<file path="config.mk">
export PLATFORM = sky130hd
export DESIGN_NAME = updown_counter_param
export DESIGN_NICKNAME = d
export VERILOG_FILES = /design/src/rtl/updown_counter_pkg.sv /design/src/rtl/updown_next_val.sv /design/src/rtl/updown_counter_param.sv
export SDC_FILE = /design/constraint.sdc
export NUM_CORES = 1
export LEC_CHECK = 0
export ABC_CLOCK_PERIOD_IN_PS = 3100
export CAP_MARGIN = 20
export CELL_PAD_IN_SITES_DETAIL_PLACEMENT = 0
export CELL_PAD_IN_SITES_GLOBAL_PLACEMENT = 2
export CORE_MARGIN = 2
export CORE_UTILIZATION = 25
export CTS_BUF_LIST = sky130_fd_sc_hd__clkbuf_16
export DETAILED_ROUTE_END_ITERATION = 10
export PLACE_DENSITY_LB_ADDON = 0.1
export SETUP_SLACK_MARGIN = 0.05
export SLEW_MARGIN = 0
export SYNTH_ARGS = -nofsm -noshare
export SYNTH_HDL_FRONTEND = slang
export SYNTH_SLANG_ARGS = --single-unit
</file>
<file path="constraint.sdc">
create_clock -name clk -period 3.1 [get_ports clk]
set_clock_uncertainty 0.15 [all_clocks]
set_input_delay 0.93 -clock clk [delete_from_list [all_inputs] [get_ports clk]]
set_output_delay 0.93 -clock clk [all_outputs]
set_load 0.02 [all_outputs]
</file>
<file path="src/rtl/updown_counter_pkg.sv">
// rtl/updown_counter_pkg.sv - shared types and constants for the parametrised up/down counter
package updown_counter_pkg;

  typedef enum logic {
    DIR_DOWN = 1'b0,
    DIR_UP   = 1'b1
  } dir_e;

  typedef enum logic {
    MODE_WRAP = 1'b0,
    MODE_SAT  = 1'b1
  } mode_e;

  localparam int unsigned MIN_WIDTH = 2;
  localparam int unsigned MAX_WIDTH = 32;

  // Largest value representable in `width` bits, used as the default upper bound.
  function automatic logic [31:0] default_limit(input int unsigned width);
    return 32'hFFFF_FFFF >> (32 - width);
  endfunction

endpackage

</file>
<file path="src/rtl/updown_next_val.sv">
// rtl/updown_next_val.sv - combinational one-step successor with wrap/saturate at 0 and limit
module updown_next_val
  import updown_counter_pkg::*;
#(
  parameter int unsigned WIDTH = 8
) (
  input  logic [WIDTH-1:0] cur_val,
  input  dir_e             dir,
  input  mode_e            mode,
  input  logic [WIDTH-1:0] limit,
  output logic [WIDTH-1:0] next_val,
  output logic             hit,
  output dir_e             hit_dir
);

  logic [WIDTH:0] cur_ext;
  logic [WIDTH:0] lim_ext;
  logic [WIDTH:0] nxt_ext;
  logic           unused_carry;

  // One extra bit keeps the +1 at the top of the range from aliasing to zero.
  always_comb begin
    cur_ext = {1'b0, cur_val};
    lim_ext = {1'b0, limit};
    nxt_ext = cur_ext;
    hit     = 1'b0;
    hit_dir = DIR_UP;
    if (dir == DIR_UP) begin
      if (cur_ext >= lim_ext) begin
        hit     = 1'b1;
        hit_dir = DIR_UP;
        nxt_ext = (mode == MODE_SAT) ? lim_ext : '0;
      end else begin
        nxt_ext = cur_ext + 1'b1;
      end
    end else begin
      if (cur_ext == '0) begin
        hit     = 1'b1;
        hit_dir = DIR_DOWN;
        nxt_ext = (mode == MODE_SAT) ? '0 : lim_ext;
      end else begin
        nxt_ext = cur_ext - 1'b1;
      end
    end
  end

  assign next_val     = nxt_ext[WIDTH-1:0];
  assign unused_carry = nxt_ext[WIDTH];

endmodule

</file>
<file path="src/rtl/updown_counter_param.sv">
// rtl/updown_counter_param.sv - bounded up/down counter with load, wrap/saturate, event and sticky flags
module updown_counter_param
  import updown_counter_pkg::*;
#(
  parameter int unsigned      WIDTH     = 8,
  parameter logic [WIDTH-1:0] LIMIT     = WIDTH'(default_limit(WIDTH)),
  parameter logic [WIDTH-1:0] RESET_VAL = '0
) (
  input  logic             clk,
  input  logic             reset,
  input  logic             en,
  input  logic             up_down,
  input  logic             load,
  input  logic [WIDTH-1:0] load_val,
  input  logic             sat_mode,
  input  logic             clr_flags,
  output logic [WIDTH-1:0] out,
  output logic             at_max,
  output logic             at_min,
  output logic             evt,
  output logic             ovf_sticky,
  output logic             unf_sticky
);

  if (WIDTH < MIN_WIDTH || WIDTH > MAX_WIDTH) begin : g_bad_width
    $error("updown_counter_param: WIDTH must be 2..32");
  end
  if (LIMIT == '0) begin : g_bad_limit
    $error("updown_counter_param: LIMIT must be at least 1");
  end
  if (RESET_VAL > LIMIT) begin : g_bad_reset_val
    $error("updown_counter_param: RESET_VAL must not exceed LIMIT");
  end

  logic [WIDTH-1:0] out_q, out_d;
  logic             evt_q, evt_d;
  logic             ovf_q, ovf_d;
  logic             unf_q, unf_d;

  dir_e             dir;
  mode_e            mode;
  logic [WIDTH-1:0] step_val;
  logic             step_hit;
  dir_e             step_hit_dir;
  logic [WIDTH-1:0] load_clamped;

  assign dir          = up_down  ? DIR_UP   : DIR_DOWN;
  assign mode         = sat_mode ? MODE_SAT : MODE_WRAP;
  assign load_clamped = (load_val > LIMIT) ? LIMIT : load_val;

  updown_next_val #(
    .WIDTH(WIDTH)
  ) u_next (
    .cur_val  (out_q),
    .dir      (dir),
    .mode     (mode),
    .limit    (LIMIT),
    .next_val (step_val),
    .hit      (step_hit),
    .hit_dir  (step_hit_dir)
  );

  // Load beats stepping; a boundary step raises evt and sets its flag, which wins over clr_flags.
  always_comb begin
    out_d = out_q;
    evt_d = 1'b0;
    ovf_d = ovf_q & ~clr_flags;
    unf_d = unf_q & ~clr_flags;
    if (load) begin
      out_d = load_clamped;
    end else if (en) begin
      out_d = step_val;
      evt_d = step_hit;
      if (step_hit && step_hit_dir == DIR_UP) begin
        ovf_d = 1'b1;
      end
      if (step_hit && step_hit_dir == DIR_DOWN) begin
        unf_d = 1'b1;
      end
    end
  end

  // State registers with synchronous active-high reset.
  always_ff @(posedge clk) begin
    if (reset) begin
      out_q <= RESET_VAL;
      evt_q <= 1'b0;
      ovf_q <= 1'b0;
      unf_q <= 1'b0;
    end else begin
      out_q <= out_d;
      evt_q <= evt_d;
      ovf_q <= ovf_d;
      unf_q <= unf_d;
    end
  end

  assign out        = out_q;
  assign evt        = evt_q;
  assign ovf_sticky = ovf_q;
  assign unf_sticky = unf_q;
  assign at_max     = (out_q == LIMIT);
  assign at_min     = (out_q == '0);

endmodule
</file>
* Yosys cells after proc, flatten, opt, wreduce, memory -nomap -nowiden *
Index checks and enable logic that the tools add are counted.

word-level totals
  register bits after elaboration = 11
  latch bits = 0
  memory bits (writable) = 0
  memory bits (read-only) = 0
  output and inout port bits = 13
  logic and storage cells = 40
  memories kept = 0

cells by class
  add/sub/neg operators = 2
  multipliers = 0
  divide/modulo/power cells = 0
  $lt $le $gt $ge = 2
  equal/unequal tests = 1
  shift operators = 0
  mux-type cells = 21
  bitwise operators = 5
  reduce and logical (&&, ||, !) cells = 5

operators with widths
  kind                 number
  $mux 8               8
  $mux 1               13
  $add 8x1->8 const B  1
  $eq 8x8->1 const B   1
  $ge 8x8->1 const B   1
  $gt 8x8->1 const B   1
  $logic_not 8->1      1
  $sub 8x1->8 const B  1
  $not 1->1            3
  $reduce_or 3->1      1
  $and 1x1->1          2
  $logic_and 1x1->1    2
  $reduce_bool 2->1    1

* Depth between registers and ports, before layout *
Gate-level depths: netlist of run 1.

  word-level depth = 8
  mapped depth = 10
  depth with buffers taken out = 8

* Cells and area by module *
From an unflattened synthesis of run 1, not the netlist that was laid out.

second synthesis, totals
  cell total of the unflattened synthesis = 165
  area, all modules = 1,327.5 µm²

modules (own cells, without submodules)
  module                times used  cells an instance  area an instance (µm²)
  updown_next_val       1           115                818.3
  updown_counter_param  1           50                 509.2

* Least setup slack after synthesis of run 1 *
OpenSTA, ideal clock, no wires.

  path kind = reg2out
  start = register out_q[4], in the netlist out[4]
  end = output port at_min
  arrival = 1.604 ns
  data required time = 2.020 ns
  slack = 0.416 ns
  cell stages (with the launch flop) = 6
  cell sequence = dfxtp_1 > buf_6 > or4_4 > or3_1 > buf_6 > clkinv_4

on the way
  cells in the longest elaborated chain, start to end = 1

RTL lines
  element                   RTL line                     text
  start: declaration        updown_counter_param.sv:35   logic [WIDTH-1:0] out_q, out_d;
  start signal: assignment  updown_counter_param.sv:91   out_q <= out_d;
  $logic_not 8->1           updown_counter_param.sv:103  assign at_min = (out_q == '0);
  end: declaration          updown_counter_param.sv:19   output logic at_min,

Every way passes these cells.

* Final worst setup path of run 1 *
Same ends and word-level chain as after synthesis.

==> run_results.csv, run 1 <==
group,metric,value,unit
worst_setup_path,worstPathRequired,2.02,ns
yosys,synth_nets,152,
placement,gp_congestion,0.8268,
routing,vias,1086,
clock_tree,numCtsBuffers,3,
timing,setup_viol,0,
clock_tree,cts_buffer_depth,2,
layout,finalNonFillerCells,220,
yosys,syn_inst,134,
worst_setup_path,arrival,1.89,ns
global_route,grt_max_degree,14,
routing,ant_nets,0,
routing,routed_wl,3216,µm
timing,holdWs,0.3433,ns
routing,drc,0,
placement,dp_slack,0.1154,ns
yosys,syn_area,980.9,µm²
timing,setup_tns,0,ns
yosys,synth_seq_cells,11,
routing,avgRoutedWirePerCell,14.62,µm
floorplan,ios,28,
floorplan,die_area,4441,µm²
global_route,overflow,0,
layout,syn_to_final_growth,49.87,%
timing,layout_setup_ws,0.1301,ns
timing,maxSlewViolCount,0,
yosys,ys_seq_area_share,22.45,%
timing,rsz0062_at_grt,"no",
worst_setup_path,critPathLaunchType,"register",
floorplan,die_h,66.64,µm
global_route,gr-usage-all-layers,15.99,%
power_and_ir_drop,finalPower,0.6134,mW
min_path,hold_path_class,"register to register",
timing,finalCritPeriodShare,95.80,%
layout,nets,191,
placement,io_buffers,27,
clock_tree,cts_num_sinks,11,
clock_tree,cts_max_level,1,
floorplan,initial_core_util,26.40,%
yosys,yosys.area.top_type,"dfxtp_1",
job,drv_cap,0,
global_route,grt_pass1_vias,1032,
yosys,synth_top_area_share,22.45,%
clock_tree,clk_latency,0.24,ns
layout,fillers,408,
clock_tree,path_clk_slew,0.04,ns
layout,multi_input_area,658.1,µm²
layout,ff_latch_area,220.2,µm²
worst_setup_path,worstSetupEndpointType,"primary output",
routing,viasPerCell,4.936,
floorplan,die_x,66.64,µm
placement,hpwl,2511,µm
power_and_ir_drop,power.leakage,0.5846,nW
clock_tree,root_buffer,"clkbuf_16",
power_and_ir_drop,vdd_drop_max,0.2002,mV
layout,antennaDiodeCount,0,
worst_setup_path,crit_type,"register to primary output",
yosys,synth_cell_type_count,37,
run_status,status,"finished clean",
layout,layout_commonest_cell,"clkdlybuf4s50_1",
clock_tree,cts_tree,"yes",
timing,worst_pin_slew,0.3321,ns
yosys,yosys_warnings,0,
placement,dp.cells,216,
timing,max_freq,336.7,MHz
global_route,grt_antenna_before_repair,0,
layout,drive_above_1_share,18.60,%
timing,max_slew_margin,77.69,%
worst_setup_path,crit_fanout,4,
yosys,avgSynthCellArea,7.320,µm²
yosys,synth.area.top_cells,"dfxtp_1 22%, a21oi_1 9.7%, nor3b_1 6.1%",
routing,drt_pass1_iterations,5,
clock_tree,postCtsHoldBufs,0,
routing,drt_iter0_markers,61,
floorplan,coreArea,3716,µm²
timing,hold_viol,0,
timing,fin_crit,2.970,ns
layout,layout_common_cells,"25 x clkdlybuf4s50_1, 20 x buf_4, 19 x a21oi_1, 11 x nor2_1, 11 x dfxtp_1",
power_and_ir_drop,power_density,417.2,nW/µm²
global_route,grt_pass1_wl,5161,µm
floorplan,rows,22,
## state kept, by name, summed over array words and instances (netlist names)
name        cells
unf_sticky      1
out             8
ovf_sticky      1
evt             1
## routing by layer
layer / vias up / global-route usage [%] / part of all wire, %
met1: 507 / 22.31 / 51
met3: 5 / 3.041 / 4.0
met4: 0 / 6.122 / 1.4
met5: - / 0 / 0
met2: 20 / 24.13 / 44
li1: 554 / - / -
## cell families after synthesis
logic type / share of synthesized area (%)
xor gates and xnor gates: 7.143
adders and majority gates: 3.827
muxes: 2.168
and+or+nand+nor: 24.62
AOI/OAI and AO/OA: 29.34
buffers and inverters: 10.46
DFF: 22.45
## final timing paths
kind / from / to / slack (ns) / cells past startpoint
max: out[4] / at_min / 0.13 / 4
max reg2reg: out[0] / out[3] / 1.07 / 7
min: unf_sticky / unf_sticky / 0.34 / 2
min reg2reg: unf_sticky / unf_sticky / 0.34 / 2
## through the flow
| stage | area (µm²) | util, % |
|---|---|---|
| floorplan | 980.9 | - |
| global placement | 1394 | 37.51 |
| detailed placement | 1394 | 37.51 |
| CTS | 1470 | 39.56 |
| global route | 1470 | 39.56 |
| finish | 1470 | 39.56 |
## what timing repair did
item | CTS | global route
endpoints found under the setup margin | 2 | 0
endpoints found under the hold margin | 0 | 0
resized for setup | 2 | 0
setup buffers | 0 | 0
## final cells by class
type	instances	area share, %
Clock buffer	3	5.106
Multi-Input combinational cell	102	44.77
Inverter	8	2.383
Tap cell	48	4.085
Timing Repair Buffer	47	28.43
Sequential cell	11	14.98
Clock inverter	1	0.2553
## power by group
group	internal [mW]	switching [mW]	leakage [nW]
sequential	0.151	0.00592	0.0905
clock	0.170	0.0694	0.0423
combinational	0.104	0.113	0.452
## critical path: stages (launching register included)
cell	delay [ns]
dfxtp_1	0.30
or4_4	0.53
or3_1	0.39
clkinv_4	0.09
dlygate4sd2_1	0.33
## synthesized netlist by cell type
library cell / instances
nand2_4: 1
a31oi_1: 2
or4_4: 1
nor3_1: 6
xor2_1: 3
o22ai_1: 4
a311o_1: 1
o2111ai_1: 1
o211ai_1: 1
nor2_1: 11
a21oi_1: 19
o32ai_2: 1
clkinv_4: 1
buf_6: 2
o21ai_0: 8
nand3_1: 1
or3_1: 2
nand2_1: 7
nand4_1: 2
xnor2_1: 5
mux2i_1: 1
nand2b_1: 2
o311a_2: 1
mux2_2: 1
o41ai_1: 3
or2_2: 1
buf_2: 3
ha_1: 3
clkbuf_1: 8
dfxtp_1: 11
o221ai_1: 2
inv_1: 7
o31a_1: 1
a21oi_2: 1
and2_1: 1
nand2_2: 1
nor3b_1: 8
Note: power is estimated with default switching activity, not from simulation.
==> inputs of run 2 (changes only) <==
--- a/config.mk
+++ b/config.mk
@@ -5,7 +5,7 @@
 export SDC_FILE = /design/constraint.sdc
 export NUM_CORES = 1
 export LEC_CHECK = 0
-export ABC_CLOCK_PERIOD_IN_PS = 3100
+export ABC_CLOCK_PERIOD_IN_PS = 3400
 export CAP_MARGIN = 20
 export CELL_PAD_IN_SITES_DETAIL_PLACEMENT = 0
 export CELL_PAD_IN_SITES_GLOBAL_PLACEMENT = 2
==> constraint.sdc (replaced) <==
create_clock -name clk -period 3.4 [get_ports clk]
set_clock_uncertainty 0.15 [all_clocks]
set_input_delay 1.02 -clock clk [delete_from_list [all_inputs] [get_ports clk]]
set_output_delay 1.02 -clock clk [all_outputs]
set_load 0.02 [all_outputs]
==> run_results.csv, run 2 (synthesized netlist as in run 1, its figures left out) <==
group,metric,value,unit
placement,gp_congestion,0.8946,
timing,max_slew_margin,47.42,%
power_and_ir_drop,power_density,386.1,nW/µm²
job,drv_cap,0,
global_route,grt_antenna_before_repair,0,
layout,syn_to_final_growth,46.56,%
routing,routed_wl,3285,µm
worst_setup_path,arrival,1.92,ns
timing,max_freq,323.5,MHz
floorplan,coreArea,3716,µm²
power_and_ir_drop,swShare,31.17,%
worst_setup_path,r2r-end,"out[0]",
run_status,status,"finished clean",
floorplan,initial_core_util,26.40,%
layout,antennaDiodeCount,0,
layout,fillers,423,
routing,drt_pass1_iterations,4,
worst_setup_path,critPathTopFamily,"simple AND/OR/NAND/NOR gates",
worst_setup_path,worstPathRequired,2.23,ns
global_route,grt_pass1_wl,5278,µm
timing,setup_tns,0,ns
routing,drc,0,
clock_tree,clk_latency,0.24,ns
floorplan,die_area,4441,µm²
layout,fin_area,1438,µm²
floorplan,die_h,66.64,µm
placement,hpwl,2468,µm
min_path,hold_path_class,"register to register",
timing,holdWs,0.3380,ns
power_and_ir_drop,vdd_drop_max,0.2451,mV
routing,avgRoutedWirePerCell,15.28,µm
clock_tree,cts_max_level,1,
worst_setup_path,worst-path-buf-inv,2,
placement,io_buffers,27,
global_route,gr-usage-all-layers,16.18,%
layout,layout_commonest_cell,"clkdlybuf4s50_1",
worst_setup_path,crit_fanout,5,
timing,fin_crit,3.091,ns
clock_tree,cts_tree,"yes",
clock_tree,cts_buffer_depth,2,
clock_tree,cts_num_sinks,11,
routing,vias,1101,
worst_setup_path,path_depth,4,
worst_setup_path,slowest_delay,0.56,ns
power_and_ir_drop,p_int,0.3820,mW
timing,maxSlewViolCount,0,
layout,drive_above_1_share,16.77,%
power_and_ir_drop,power_frac_comb,34.0,%
floorplan,die_x,66.64,µm
worst_setup_path,critPathLaunchType,"register",
worst_setup_path,r2r-start,"out[1]",
worst_setup_path,reg2reg_depth,7,
power_and_ir_drop,power.leakage,0.5739,nW
power_and_ir_drop,switching_power,0.1730,mW
timing,setup_viol,0,
layout,nets,186,
clock_tree,numCtsBuffers,3,
global_route,grt_max_degree,19,
worst_setup_path,startpoint,"out[4]",
global_route,grt_pass1_vias,1059,
timing,rsz0062_at_grt,"no",
timing,finalCritPeriodShare,90.92,%
layout,layout_common_cells,"25 x clkdlybuf4s50_1, 19 x a21oi_1, 15 x buf_4, 11 x nor2_1, 10 x dfxtp_1",
power_and_ir_drop,seqPwrFrac,26.5,%
worst_setup_path,worstSetupEndpointType,"primary output",
clock_tree,root_buffer,"clkbuf_16",
timing,hold_viol,0,
placement,place_area,1356,µm²
clock_tree,path_clk_slew,0.04,ns
routing,ant_nets,0,
worst_setup_path,path_cells,"or4_4 -> or3_1 -> clkinv_4 -> dlygate4sd2_1",
global_route,overflow,0,
timing,worst_pin_slew,0.7804,ns
worst_setup_path,setup.worst_path.end,"at_min",
worst_setup_path,cp_slowest_cell,"or4_4",
power_and_ir_drop,clkPwrFrac,39.5,%
worst_setup_path,crit_type,"register to primary output",
routing,viasPerCell,5.121,
worst_setup_path,r2r_setup_slack,0.94,ns
layout,largest_reg_flops,8,
routing,drt_iter0_markers,99,
floorplan,rows,22,
floorplan,ios,28,
[run 2: metal layers]
| layer | up-vias | global-route usage, % | routed length, µm |
|---|---|---|---|
| met1 | 511 | 22.76 | 1543 |
| met4 | 0 | 3.571 | 14 |
| met3 | 2 | 4.223 | 238 |
| met5 | - | 0 | 0 |
| li1 | 549 | - | - |
| met2 | 39 | 24.63 | 1488 |
[run 2: worst register-to-register path: cells and delay by family (launching register included)]
family	cells	cell delay, ns
adder cells (fa/ha/maj)	1	0.20
AND/OR/NAND/NOR	2	0.44
buffers and inverters	1	0.17
AO/OA/AOI/OAI	3	1.00
flip-flops	1	0.42
[run 2: area by class of cell]
class | instances | area (µm²) | area share [%]
inverters | 8 | 35.03 | 2.437
clock inverters | 1 | 3.754 | 0.2611
flip-flops and latches | 11 | 221.5 | 15.40
clock buffers | 3 | 75.07 | 5.222
well taps | 48 | 60.06 | 4.178
multi-input cells | 102 | 658.1 | 45.78
repair buffers | 42 | 384.1 | 26.72
[run 2: repair_timing]
item / in CTS / in global routing
hold buffers: 0 / 0
gates resized for setup: 2 / 1
setup endpoints to repair: 2 / 1
buffers inserted: 0 / 0
pin swaps: 0 / 0
[run 2: worst min path at each step]
stage	startpoint	slack [ns]	cells after the start	endpoint
CTS	ovf_sticky	0.34	2	ovf_sticky
global route	ovf_sticky	0.39	2	ovf_sticky
detailed placement	ovf_sticky	0.33	2	ovf_sticky
global placement	unf_sticky	0.32	2	unf_sticky
finish	ovf_sticky	0.34	2	ovf_sticky
floorplan	unf_sticky	0.43	2	unf_sticky
[run 2: per-stage QoR]
step	worst slack [ns]	utilization, %	std cells	power [mW]
floorplan	0.6256	-	134	0.2674
detailed placement	0.2588	36.50	211	0.3382
global placement	0.2481	36.50	211	0.3387
global route	0.2623	38.69	215	0.5851
CTS	0.1151	38.62	215	0.5603
finish	0.3087	38.69	215	0.5550
[run 2: power groups by stage]
stage / combinational [mW] / clock [mW] / sequential (mW)
floorplan: 0.111 / 0 / 0.157
global placement: 0.190 / 0 / 0.149
detailed placement: 0.189 / 0 / 0.149
CTS: 0.189 / 0.224 / 0.147
global route: 0.205 / 0.231 / 0.148
finish: 0.189 / 0.219 / 0.147
